--- src/rtl/bin_to_bcd_seq_pkg.sv ---
// Shared widths and FSM encoding for the FIR output BCD converter.
package fir_pkg;

    localparam int W_YOUT   = 12;
    localparam int N_DIGITS = 4;

    typedef enum logic {
        IDLE  = 1'b0,
        SHIFT = 1'b1
    } state_t;

endpackage

--- src/rtl/bin_to_bcd_seq_if.sv ---
// Sample/result bundle between a binary producer and the BCD converter.
interface bin_to_bcd_seq_if #(
    parameter int W_BIN    = fir_pkg::W_YOUT,
    parameter int N_DIGITS = fir_pkg::N_DIGITS
) ();

    // Handshake: a sample transfers on a rising edge where i_valid and o_ready are both 1;
    // i_valid while o_ready=0 is dropped, and o_valid is a single-cycle pulse with no back-pressure.
    logic                      i_valid;
    logic [W_BIN-1:0]          i_bin;
    logic                      o_ready;
    logic                      o_valid;
    logic [4*N_DIGITS-1:0]     o_bcd;
    logic [N_DIGITS-1:0]       o_lz_mask;
    fir_pkg::state_t           dbg_state;

    modport master (
        output i_valid, i_bin,
        input  o_ready, o_valid, o_bcd, o_lz_mask, dbg_state
    );

    modport slave (
        input  i_valid, i_bin,
        output o_ready, o_valid, o_bcd, o_lz_mask, dbg_state
    );

endinterface

--- src/rtl/bcd_digit_adj.sv ---
// Double-dabble digit correction: add 3 to a BCD digit of 5 or more before the next shift.
module bcd_digit_adj (
    input  logic [3:0] i_digit,
    output logic [3:0] o_digit
);

    assign o_digit = (i_digit >= 4'd5) ? (i_digit + 4'd3) : i_digit;

endmodule

--- src/rtl/bin_to_bcd_seq.sv ---
// Sequential binary-to-BCD converter, one shift-add-3 step per clock, with leading-zero mask.
module bin_to_bcd_seq #(
    parameter int W_BIN    = fir_pkg::W_YOUT,
    parameter int N_DIGITS = fir_pkg::N_DIGITS
) (
    input logic             i_clk,
    input logic             i_rst,
    bin_to_bcd_seq_if.slave bus
);

    localparam int CW = $clog2(W_BIN + 1);
    localparam int BW = 4 * N_DIGITS;
    localparam longint DEC_SPAN = longint'(10) ** N_DIGITS;
    localparam longint BIN_SPAN = longint'(1) << W_BIN;

    if (DEC_SPAN <= BIN_SPAN) begin : g_range_err
        $error("bin_to_bcd_seq: N_DIGITS too small for W_BIN");
    end

    fir_pkg::state_t state_q, state_d;

    logic [CW-1:0]       cnt_q;
    logic [W_BIN-1:0]    bin_q;
    logic [BW-1:0]       acc_q;
    logic [BW-1:0]       acc_adj;
    logic [BW+W_BIN-1:0] shifted;
    logic [BW-1:0]       acc_shift;
    logic [W_BIN-1:0]    bin_shift;
    logic [BW-1:0]       bcd_q;
    logic [N_DIGITS-1:0] mask_q, mask_d;
    logic                valid_q;
    logic                accept;
    logic                last_shift;
    logic                zero_above;

    for (genvar g = 0; g < N_DIGITS; g++) begin : g_adj
        bcd_digit_adj u_adj (
            .i_digit (acc_q[4*g +: 4]),
            .o_digit (acc_adj[4*g +: 4])
        );
    end

    assign shifted    = {acc_adj, bin_q} << 1;
    assign acc_shift  = shifted[W_BIN +: BW];
    assign bin_shift  = shifted[W_BIN-1:0];
    assign accept     = bus.i_valid && (state_q == fir_pkg::IDLE);
    assign last_shift = (state_q == fir_pkg::SHIFT) && (cnt_q == CW'(W_BIN - 1));

    // A digit is blanked only if it and every digit above it are zero; units always shows.
    always_comb begin
        mask_d     = '0;
        zero_above = 1'b1;
        for (int d = N_DIGITS - 1; d > 0; d--) begin
            zero_above = zero_above && (acc_shift[4*d +: 4] == 4'd0);
            mask_d[d]  = zero_above;
        end
    end

    always_ff @(posedge i_clk or posedge i_rst) begin
        if (i_rst) state_q <= fir_pkg::IDLE;
        else       state_q <= state_d;
    end

    always_comb begin
        state_d = state_q;
        case (state_q)
            fir_pkg::IDLE:  if (accept)     state_d = fir_pkg::SHIFT;
            fir_pkg::SHIFT: if (last_shift) state_d = fir_pkg::IDLE;
            default:                        state_d = fir_pkg::IDLE;
        endcase
    end

    always_ff @(posedge i_clk or posedge i_rst) begin
        if (i_rst) begin
            cnt_q   <= '0;
            bin_q   <= '0;
            acc_q   <= '0;
            bcd_q   <= '0;
            mask_q  <= {{(N_DIGITS-1){1'b1}}, 1'b0};
            valid_q <= 1'b0;
        end else begin
            valid_q <= 1'b0;
            if (accept) begin
                bin_q <= bus.i_bin;
                acc_q <= '0;
                cnt_q <= '0;
            end else if (state_q == fir_pkg::SHIFT) begin
                acc_q <= acc_shift;
                bin_q <= bin_shift;
                cnt_q <= cnt_q + CW'(1);
                if (last_shift) begin
                    bcd_q   <= acc_shift;
                    mask_q  <= mask_d;
                    valid_q <= 1'b1;
                end
            end
        end
    end

    assign bus.o_ready   = (state_q == fir_pkg::IDLE);
    assign bus.o_valid   = valid_q;
    assign bus.o_bcd     = bcd_q;
    assign bus.o_lz_mask = mask_q;
    assign bus.dbg_state = state_q;

endmodule

--- src/flat_wrapper.sv ---
// flat-port wrapper written by rule: the top's interface ports become plain ports
module bin_to_bcd_seq_flat 
#(
    parameter int W_BIN    = fir_pkg::W_YOUT,
    parameter int N_DIGITS = fir_pkg::N_DIGITS
)
  (i_clk, i_rst, bus_i_valid, bus_i_bin, bus_o_ready, bus_o_valid, bus_o_bcd, bus_o_lz_mask, bus_dbg_state);
  bin_to_bcd_seq_if #(.W_BIN(W_BIN), .N_DIGITS(N_DIGITS)) bus_i ();
  input logic i_clk;
  input logic i_rst;
  input wire logic [$bits(bus_i.i_valid)-1:0] bus_i_valid;
  input wire logic [$bits(bus_i.i_bin)-1:0] bus_i_bin;
  output wire logic [$bits(bus_i.o_ready)-1:0] bus_o_ready;
  output wire logic [$bits(bus_i.o_valid)-1:0] bus_o_valid;
  output wire logic [$bits(bus_i.o_bcd)-1:0] bus_o_bcd;
  output wire logic [$bits(bus_i.o_lz_mask)-1:0] bus_o_lz_mask;
  output wire logic [$bits(bus_i.dbg_state)-1:0] bus_dbg_state;
  assign bus_i.i_valid = bus_i_valid;
  assign bus_i.i_bin = bus_i_bin;
  assign bus_o_ready = bus_i.o_ready;
  assign bus_o_valid = bus_i.o_valid;
  assign bus_o_bcd = bus_i.o_bcd;
  assign bus_o_lz_mask = bus_i.o_lz_mask;
  assign bus_dbg_state = bus_i.dbg_state;
  bin_to_bcd_seq #(.W_BIN(W_BIN), .N_DIGITS(N_DIGITS)) u_core (.i_clk(i_clk), .i_rst(i_rst), .bus(bus_i));
endmodule
--- config.mk ---
export PLATFORM = sky130hd
export DESIGN_NAME = bin_to_bcd_seq_flat
export DESIGN_NICKNAME = d
export VERILOG_FILES = /design/src/rtl/bin_to_bcd_seq_pkg.sv /design/src/rtl/bin_to_bcd_seq_if.sv /design/src/rtl/bcd_digit_adj.sv /design/src/rtl/bin_to_bcd_seq.sv /design/src/flat_wrapper.sv
export SDC_FILE = /design/constraint.sdc
export NUM_CORES = 1
export LEC_CHECK = 0
export ABC_AREA = 0
export CORE_MARGIN = 2
export CORE_UTILIZATION = 50
export DETAILED_ROUTE_END_ITERATION = 8
export PLACE_DENSITY = 0.72
export SYNTH_ARGS = -nofsm -noshare
export SYNTH_HDL_FRONTEND = slang
export SYNTH_SLANG_ARGS = --single-unit
--- constraint.sdc ---
create_clock -name i_clk -period 2.3 [get_ports i_clk]
set_input_delay 0.345 -clock i_clk [delete_from_list [all_inputs] [get_ports i_clk]]
set_output_delay 0.345 -clock i_clk [all_outputs]
set_load 0.1 [all_outputs]
# [Word level (Yosys, flattened, before mapping)]
# Index checks and enable logic that the tools add are counted.
[word_totals] reg_bits=53 latchBits=0 ramBits=0 mem_bits_ro=0 inputBits=15 out_inout_bits=23 wordCells=44 n_memories=0
[op_classes] add_sub_neg=5 multipliers=0 div_mod_pow=0 order_cmp=4 eq_ne=1 n_shift=0 muxes=16 bitwise=2 reduce_logical=9
[op_table] cell="16-bit 2-to-1 mux" n=2
[op_table] cell="12-bit 2-to-1 mux" n=2
[op_table] cell="4-bit 2-to-1 mux" n=5
[op_table] cell="4-bit by 3-bit greater-or-equal comparator with 1-bit output, second input constant" n=4
[op_table] cell="4-bit by 2-bit adder with 4-bit output, second input constant" n=3
[op_table] cell="4-bit zero test" n=3
[op_table] cell="1-bit 2-to-1 mux" n=5
[op_table] cell="4-bit by 1-bit adder with 4-bit output, second input constant" n=1
[op_table] cell="4-bit == test, second input constant" n=1
[op_table] cell="1-bit logical AND" n=4
[op_table] cell="3-bit by 2-bit adder with 3-bit output, second input constant" n=1
[op_table] cell="3-bit 2-to-1 mux" n=1
[op_table] cell="3-bit AND reduction" n=1
[op_table] cell="1-bit inverter" n=2
[op_table] cell="1-bit one-hot mux with 2 select lines" n=1
[op_table] cell="2-bit nonzero test" n=1

# [Longest topological paths before layout]
[depth] ltp_word=5 depth_mapped=7 ltp_nobuf=7

# [By module]
# From an unflattened synthesis, not the netlist that was laid out.
[hier_totals] hier_cells=229 hier_area_um2=2613.8
[by_module_without_submodules] module="bin_to_bcd_seq" instances=1 cells_per_inst=165 area_each_um2=2208.4 seq_area_each_um2=1330.0
[by_module_without_submodules] module="bcd_digit_adj" instances=4 cells_per_inst=16 area_each_um2=101.3 seq_area_each_um2=0.0

# [Worst setup path after synthesis]
# Ideal clock, no wire load.
[synth_path] path_type="reg-to-reg" startpoint="register u_core.state_q, in the netlist u_core.bus.dbg_state" endpoint="register u_core.acc_q[11]" setup_time_ns=0.184 arrival_time_ns=2.312 required_ns=2.116 path_slack_ns=-0.195 stages_incl_launch_ff=5 path_buffers=2 synth_period_minus_slack_ns=2.495 path_cell_list="dfrtp_1 -> buf_4 -> inv_1 -> clkbuf_1 -> o21ai_0"
[synth_between] elab_chain_cells=3 elab_cells_between_ends=4 classes_between="mux: 1; bitwise: 1; reduce/logical: 2"
[synth_lines] item="start: declaration" line="bin_to_bcd_seq.sv:20" text="fir_pkg::state_t state_q, state_d;"
[synth_lines] item="start signal: assignment" line="bin_to_bcd_seq.sv:60" text="if (i_rst) state_q <= fir_pkg::IDLE;"
[synth_lines] item="start signal: assignment" line="bin_to_bcd_seq.sv:61" text="else state_q <= state_d;"
[synth_lines] item="1-bit inverter *"
[synth_lines] item="named net bus_o_ready" line="flat_wrapper.sv:13" text="output wire logic [$bits(bus_i.o_ready)-1:0] bus_o_ready;"
[synth_lines] item="1-bit logical AND *" line="bin_to_bcd_seq.sv:46" text="assign accept = bus.i_valid && (state_q == fir_pkg::IDLE);"
[synth_lines] item="16-bit 2-to-1 mux / 2-bit nonzero test (equally long branches)"
[synth_lines] item="end signal: assignment" line="bin_to_bcd_seq.sv:88" text="acc_q <= acc_shift;"
[synth_lines] item="end: declaration" line="bin_to_bcd_seq.sv:24" text="logic [BW-1:0] acc_q;"
# Mark *: on every way through the listed nets, which the timed path passes. The rest lies on a longest branch.
# A chain may end at the register's enable or synchronous reset.

# [Final worst setup path]
[layout_path] startpoint="register u_core.acc_q[12]" endpoint="register u_core.mask_q[1], in the netlist u_core.bus.o_lz_mask[1]"
[layout_between] elab_chain_cells=5 elab_cells_between_ends=6 classes_between="add/sub: 1; order compare: 1; mux: 1; reduce/logical: 3"
[layout_lines] item="4-bit by 3-bit greater-or-equal comparator with 1-bit output / 3-bit by 2-bit adder with 3-bit output (equally long branches)" line="bcd_digit_adj.sv:7" text="assign o_digit = (i_digit >= 4'd5) ? (i_digit + 4'd3) : i_digit;"
[layout_lines] item="3-bit 2-to-1 mux *" line="bcd_digit_adj.sv:7"
[layout_lines] item="4-bit zero test *" line="bin_to_bcd_seq.sv:54" text="zero_above = zero_above && (acc_shift[4*d +: 4] == 4'd0);"
[layout_lines] item="1-bit logical AND * (2 in series)" line="bin_to_bcd_seq.sv:54"
[layout_lines] item="end signal: assignment" line="bin_to_bcd_seq.sv:79" text="mask_q <= {{(N_DIGITS-1){1'b1}}, 1'b0};"
[layout_lines] item="end signal: assignment" line="bin_to_bcd_seq.sv:93" text="mask_q <= mask_d;"
[layout_lines] item="end: declaration" line="bin_to_bcd_seq.sv:30" text="logic [N_DIGITS-1:0] mask_q, mask_d;"
# Every way passes the cells marked *; elsewhere a longest branch is shown, timed or not.

==> impl_results.md <==
- Fin. max-slew vios: 0
- Fillcell total: 457
- Dpl hpwl: 3480 um
- Num CTS Buffers: 5
- Worst-Skew Late Latency: 0.30 ns
- Area leader, netlist: dfrtp_1
- Root buffer cell: clkbuf_8
- Total gr overflow: 0
- Post-Syn Instances: 266
- Initial antenna violation count: 0
- Crit path max-delay family: compound AO/OA/AOI/OAI gates
- Tcrit/Tclk final: 84.2%
- # hold bufs at CTS: 0
- Die Wd: 76.3 um
- Most instantiated cells after synthesis: 59 x nand2_1, 50 x dfrtp_1, 24 x o21ai_1, 17 x mux2i_1, 11 x inv_1
- TritonCTS clock tree: yes
- Final wirelength: 4920 um
- Post-synth top area share: 47.8%
- Ports: 38
- Hold/Removal Path Class: in -> async
- Final core occ: 61.6%
- Global-route usage over all layers: 18.5%
- H-Tree Depth: 2
- Critical path type: reg -> reg
- DR iter-0 viols: 132
- Final net count: 325
- CTS clk-pin slew, worst paths: 0.10 ns
- Mapped Nets: 290
- Async set-or-reset flop fraction in the synthesized netlist: 100%
- WP buf/inv: 1
- RSZ-0062 raised after global routing: false
- Min cycle time layout: 1.94 ns
- Distinct cells, synth: 33
- Status: completed
- EDFF count, synth: 0
- Final Hold Fails: 0
- Synth warnings: 0
- Crit-path max cell delay: 0.42 ns
- Seq/Total Area, Yosys: 50.8%
- Setup Skew: 0.00846 ns
- Max Cap Violations: 0
- Full die area: 0.00583 sq mm
- Port bufs: 36
- Vias in the first global route: 1876
- Syn Area/Cell: 9.84 sq um
- ANT cells: 0
- Cells along the critical path: inv_1, ha_1, nand2b_1, a21oi_2, mux2i_1, nor4b_2, a32o_1
- Final setup fails: 0
- Row count: 26
- Drc violations: 0
- Starting density of the core: 51.6%
- Post-route ant nets: 0
- First-pass GRT wire length: 8850 um
- Routed vias/inst: 5.14
- Synthesis-to-finish area growth: 19.5%
- Pre-Repair DR Iteration Count: 4
- Worst path slowest cell: dfrtp_1
- Critical Path Start Type: flop
- Critical Path End Type: flop
- Stages on the worst setup path: 7
- GP Congestion: 0.793
- CP Data Required Time: 2.55 ns
- Post-Syn Area: 0.00262 sq mm
- DR vias: 1911
- Worst r2r path cells: 7
- Count leader, synth: nand2_1
- Largest net degree at the start of global routing: 54
- Synth area leaders: dfrtp_1 48%, nand2_1 8.5%, mux2i_1 6.5%, o21ai_1 4.6%, ha_1 4.3%
- Avg WL per Cell: 13.2 um
- Max FO, Critical Path: 4
- CTS resizes: 0
- Share of layout cells above drive strength 1: 16.2%
- Setup Buffers After CTS: 0
- Clock Sinks: 53
- Worst Path Arrival: 2.18 ns
- Fin Setup TNS: 0 ns
- Core area: 0.00507 sq mm
- Synth Register Bits: 53
- F_max: 516 MHz
- Ys flop type: dfrtp_1
- Max Buffers Root-to-Sink: 2
- Die H: 76.3 um
==> metal layers <==
metal | track usage, % | routed length (um) | vias to the layer above
li1 | - | - | 961
met1 | 27.8 | 2470 | 910
met2 | 27.9 | 2230 | 35
met3 | 3.44 | 176 | 5
met4 | 4.73 | 36 | 0
met5 | 0 | 0 | -
==> worst paths after layout <==
check / from / to / slack, ns
max: u_core.acc_q[12] / u_core.bus.o_lz_mask[1] / 0.36
min in group i_clk: u_core.bus.o_bcd[9] / u_core.bus.o_bcd[9] / 0.48
max in group asynchronous: i_rst / u_core.bus.o_lz_mask[3] / 1.62
min reg2reg: u_core.bus.o_bcd[9] / u_core.bus.o_bcd[9] / 0.48
max reg2reg: u_core.acc_q[12] / u_core.bus.o_lz_mask[1] / 0.36
min: i_rst / u_core.cnt_q[2] / 0.40
==> sequential cells by signal (all words and copies together) (netlist names) <==
signal,cells
u_core.acc_q,16
u_core.bin_q,12
u_core.bus.dbg_state,1
u_core.bus.o_bcd,16
u_core.bus.o_lz_mask,3
u_core.bus.o_valid,1
u_core.cnt_q,4
==> tightest hold or removal path, cell delays in order <==
cell and delay [ns]:
clkdlybuf4s50_1 0.41, inv_2 0.07, buf_12 0.27
==> kinds of logic after synthesis <==
group | synth area share (%)
AO/OA/AOI/OAI | 13.5
XOR/XNOR | 1.67
adder cells (fa/ha/maj) | 4.30
buffers and inverters | 4.06
flip-flops | 50.8
multiplexers | 6.93
other | 0.143
AND/OR/NAND/NOR | 18.6
==> area by class of cell <==
class / count / area [sq um] / area share (%)
well taps: 70 / 87.6 / 2.80
flip-flops and latches: 53 / 1330 / 42.5
repair buffers: 42 / 388 / 12.4
inverters: 12 / 45.0 / 1.44
multi-input cells: 187 / 1180 / 37.7
clock inverters: 2 / 13.8 / 0.440
clock buffers: 6 / 82.6 / 2.64
==> stage by stage <==
step / hold slack (ns) / instance area, sq um / setup slack [ns] / cells
after floorplan: 0.455 / 2620 / 0.205 / 266
after global placement: 0.460 / 3030 / 0.530 / 364
after detailed placement: 0.469 / 3030 / 0.382 / 364
after CTS: 0.404 / 3130 / 0.362 / 372
after global routing: 0.419 / 3130 / 0.193 / 372
final: 0.403 / 3130 / 0.363 / 372
==> layout by cell type (no fill, tap or decap), types with 2 or more instances in the layout <==
master,n
a21oi_1,7
nand4b_4,2
nand3b_1,3
nor3b_1,7
mux2i_1,17
clkbuf_8,6
xnor2_1,4
o21ai_1,24
nor2_1,9
inv_1,10
a21oi_2,3
ha_1,9
dfstp_2,3
buf_4,25
o31ai_1,5
nand2b_1,8
o21ai_0,10
inv_2,2
buf_12,3
dfrtp_1,50
or3_1,3
a32o_1,2
a21o_1,4
a22o_1,2
and2_1,3
nand2_1,59
clkdlybuf4s50_1,14
Power is left out: the tool's default activity adds up to more than one toggle a clock period on the data nets, which glitch-free logic cannot reach.
==> RTL change 1 (same flow settings) <==
The package constant `W_YOUT` goes from 12 to 10.
--- a/src/rtl/bin_to_bcd_seq_pkg.sv
+++ b/src/rtl/bin_to_bcd_seq_pkg.sv
@@ -2,5 +2,5 @@
 package fir_pkg;
 
-    localparam int W_YOUT   = 12;
+    localparam int W_YOUT   = 10;
     localparam int N_DIGITS = 4;
 
Ports: changed (resized bus_i_bin); port bits go from 38 to 36. The function was not compared with the original's and may differ.
==> RTL change 1 against the unedited design <==
  * Synthesized area decreased by 5.0%
  * Sequential share of layout area rose by 0.41 points
  * Critical path depth stayed put
  * Die area decreased by 4.7%
  * Sequential cell count is 2 lower
  * Cell area shrank 4.7%
  * Wire length shrank 0.18%
  * Utilization grew 1.1 points
  * Cell count fell by 5.1%
  * Worst setup slack worse by 0.14 ns
  * Critical path type unchanged
  * Highest routed layer unchanged
Power is not shown: default switching activity piles up to over one toggle a cycle in this logic, so the estimate is an artifact.
==> RTL change 1: results (changes against the unedited design) <==
[setup_path]
worstReg2RegEnd=u_core.bus.o_lz_mask[1]
path_max_fanout=5  ; +1
cp.arrival_ns=2.32  ; +0.14 ns
rrSetupSlack_ns=0.22  ; -0.14 ns
startpoint=u_core.acc_q[12]

[timing]
finClkSkew_ns=0.00628  ; -0.00218 ns

[layout]
fin_nets=308  ; -5.2%
drive_above_1_share=0.154  ; -0.00841

[detailed_routing]
vias=1866  ; -2.4%
drt_iter0_markers=91  ; -31%
wl_per_cell_um=13.9  ; +5.2%

[synthesis]
yosysUniqueCellTypes=36  ; +9.1%
synth.top_cells.by_count=48 x dfrtp_1, 41 x nand2_1, 40 x o21ai_0
synth_fp_nets=274  ; -5.5%
async_reset_ff_frac=1.00  ; unchanged
synth_area_leaders=dfrtp_1 48%, o21ai_0 8.1%, nand2_1 6.2%
synth-seq-area-share=0.515  ; +0.00648

[global_route]
grt_pass1_vias=1776  ; -5.3%
grt_pass1_wl_um=8100  ; -8.5%

[clock_tree]
cts_setup_buffers=0  ; unchanged
clock_path_buffers=2  ; unchanged

[place]
numPortBuffers=34  ; -5.6%
place_congestion=0.841  ; +6.0%
dp_hpwl_um=3440  ; -0.97%

[run_status]
status=completed

## RTL change 1: changes by cell type after synthesis, moves of 3 or more
cell,delta
o21ai_1,-23
nand4_1,+3
nand2b_1,-3
a21oi_2,-3
nand2_1,-18
o21ai_0,+30
mux2i_1,-5
a21oi_1,+4
## RTL change 1: critical path, stage by stage (launching register included)
cell and delay (ns):
dfrtp_1 0.43, inv_1 0.15, ha_1 0.26, nand2b_1 0.10, a2111o_1 0.45, a2111oi_4 0.34, nand4_1 0.16, o21ai_1 0.14
## RTL change 1: through the flow
stage	util	cell area (µm²)	setup slack (ns)	cells	hold slack, ns
finish	0.627	2980	0.218	353	0.377
global placement	0.606	2880	0.349	345	0.453
CTS	0.627	2980	0.220	353	0.393
detailed placement	0.606	2880	0.228	345	0.466
global route	0.627	2980	0.138	353	0.431
floorplan	-	2490	0.0128	251	0.449
## RTL change 1: area by class of cell
| class | instances | area [µm²] |
|---|---|---|
| multi-input combinational | 175 | 1100 |
| tap | 67 | 83.8 |
| inverter | 12 | 45.0 |
| sequential | 51 | 1280 |
| timing repair buffer | 40 | 368 |
| fill | 411 | 1770 |
| clock buffer | 8 | 100 |
## RTL change 1: cells by family after synthesis
group / after synthesis / synth area share
AO/OA/AOI/OAI: 67 / 0.161
XOR/XNOR: 4 / 0.0141
adder cells (fa/ha/maj): 10 / 0.0503
buffers and inverters: 25 / 0.0413
flip-flops: 51 / 0.515
multiplexers: 15 / 0.0619
other: 1 / 0.00151
AND/OR/NAND/NOR: 78 / 0.155
## RTL change 1: metal layers
layer,vias up,track usage,share of wire
met3,8,0.0474,0.038
met5,-,0,0
met2,38,0.310,0.49
li1,924,-,-
met4,0,0.0655,0.014
met1,896,0.254,0.46
==> RTL change 2 (config.mk and constraints unchanged) <==
Made on the original files. Make the reset (`i_rst`) synchronous in 2 clocked blocks.
--- a/src/rtl/bin_to_bcd_seq.sv
+++ b/src/rtl/bin_to_bcd_seq.sv
@@ -57,5 +57,5 @@
     end
 
-    always_ff @(posedge i_clk or posedge i_rst) begin
+    always_ff @(posedge i_clk) begin
         if (i_rst) state_q <= fir_pkg::IDLE;
         else       state_q <= state_d;
@@ -71,5 +71,5 @@
     end
 
-    always_ff @(posedge i_clk or posedge i_rst) begin
+    always_ff @(posedge i_clk) begin
         if (i_rst) begin
             cnt_q   <= '0;
Function: differs if i_rst is asserted again (counterexample within 4 cycles, from zero or initial values and one cycle with i_rst high); with i_rst held inactive, the same outputs for 10 cycles.
==> RTL change 2 against the unedited design <==
  * Synthesized area is 7.7% lower
  * Critical path depth stayed put
  * Sequential share of layout area is 5.8 points lower
  * Highest routed layer unchanged
  * Non-clock buffer count is 2 higher
  * Global-route usage is 0.60 points higher
  * Wire length is 4.4% lower
  * Cell area is 7.4% lower
  * Sequential cell count stayed put
  * Via count is 0.47% higher
  * First-iteration DRC count stayed put
  * Worst setup slack better by 0.049 ns
==> RTL change 2: results (changes against the unedited design) <==
[layout]
multi_input_area_share=0.430  ; +0.0524
inverters=9  ; -3
sh_seq_area=0.367  ; -0.0583
buf_share=0.135  ; +0.0108
fillers=435  ; -4.8%
multi_input_cells=203  ; +8.6%
clock_area_frac=0.0333  ; +0.00248
fin_nets=340  ; +4.6%
buffers=44  ; +4.8%
drive_above_1_share=0.132  ; -0.0298
seq_cell_count=53  ; unchanged

[setup_path]
cpPeakStageDelay_ns=0.36  ; -0.06 ns
path_max_fanout=4  ; unchanged
cp.arrival_ns=2.11  ; -0.07 ns
cp_slowest_cell=dfxtp_1

[detailed_routing]
viasPerCell=5.18  ; +0.74%
drt_iter0_markers=132  ; unchanged
wl_per_cell_um=12.7  ; -4.2%

[pwr]
p_int_mw=1.27

[place]
place_congestion=0.798  ; +0.57%
dp_hpwl_um=3380  ; -2.7%
dp_slack_ns=0.428  ; +0.0455 ns

[synthesis]
ys.flop_type=dfxtp_1
synth.top_cells.by_count=53 x dfxtp_1, 49 x nor2_1, 36 x a21oi_1
yosysUniqueCellTypes=28  ; -15%
synth_area_leaders=dfxtp_1 44%, mux2i_1 12%, nor2_1 7.6%
synth-seq-area-share=0.439  ; -0.0690
synth_fp_nets=307  ; +5.9%
async_reset_ff_frac=0  ; -1.00

[global_route]
grt_max_degree=28  ; -48%
grt_use_total=0.191  ; +0.00602
grt_pass1_wl_um=8000  ; -9.7%
grt_pass1_vias=1751  ; -6.7%

[clock_tree]
insertion_delay_ns=0.31
cts_setup_buffers=0  ; unchanged

[run_status]
status=completed

[hold_path]
hp-class=register to register

[timing]
finClkSkew_ns=0.00697  ; -0.00149 ns

## RTL change 2: cell types whose count changed after synthesis, sizes merged, moves of 11 or more
cell    delta
a211oi    +11
a21oi     +25
dfrtp     -50
dfxtp     +53
mux2i     +11
nand2     -28
nor2      +40
o21ai     -28
## RTL change 2: final timing paths
path	startpoint	slack [ns]	to	depth (start not counted)
min reg2reg	u_core.bus.o_bcd[1]	0.46	u_core.bus.o_bcd[1]	2
min	u_core.bus.o_bcd[1]	0.46	u_core.bus.o_bcd[1]	2
max reg2reg	u_core.acc_q[13]	0.41	u_core.bus.o_lz_mask[1]	7
max	u_core.acc_q[13]	0.41	u_core.bus.o_lz_mask[1]	7
## RTL change 2: cells by family (layout without fill, tap and decap cells)
| family | after synthesis | in the layout | share of synthesized area |
|---|---|---|---|
| other cells | 1 | 1 | 0.00155 |
| compound gates | 55 | 55 | 0.131 |
| mux | 28 | 28 | 0.116 |
| xor+xnor | 7 | 7 | 0.0254 |
| buf+inv | 27 | 61 | 0.0456 |
| fa+ha+maj | 9 | 9 | 0.0466 |
| flops | 53 | 53 | 0.439 |
| simple gates | 103 | 103 | 0.194 |
## RTL change 2: per-layer routing
metal,part of all wire,up-vias,routed length (µm),global-route usage
met1,0.49,849,2300,0.246
met2,0.46,43,2160,0.306
met4,0.013,0,60,0.0808
li1,-,1022,-,-
met5,0,-,0,0
met3,0.039,6,182,0.0466
## RTL change 2: stage by stage
step                cells  total power, mW   util  cell area, µm²
floorplan             283             1.12      -            2420
global placement      363             1.18  0.596            2800
detailed placement    363             1.18  0.596            2800
CTS                   371             1.73  0.617            2890
global route          371             1.79  0.617            2890
finish                371             1.71  0.617            2890
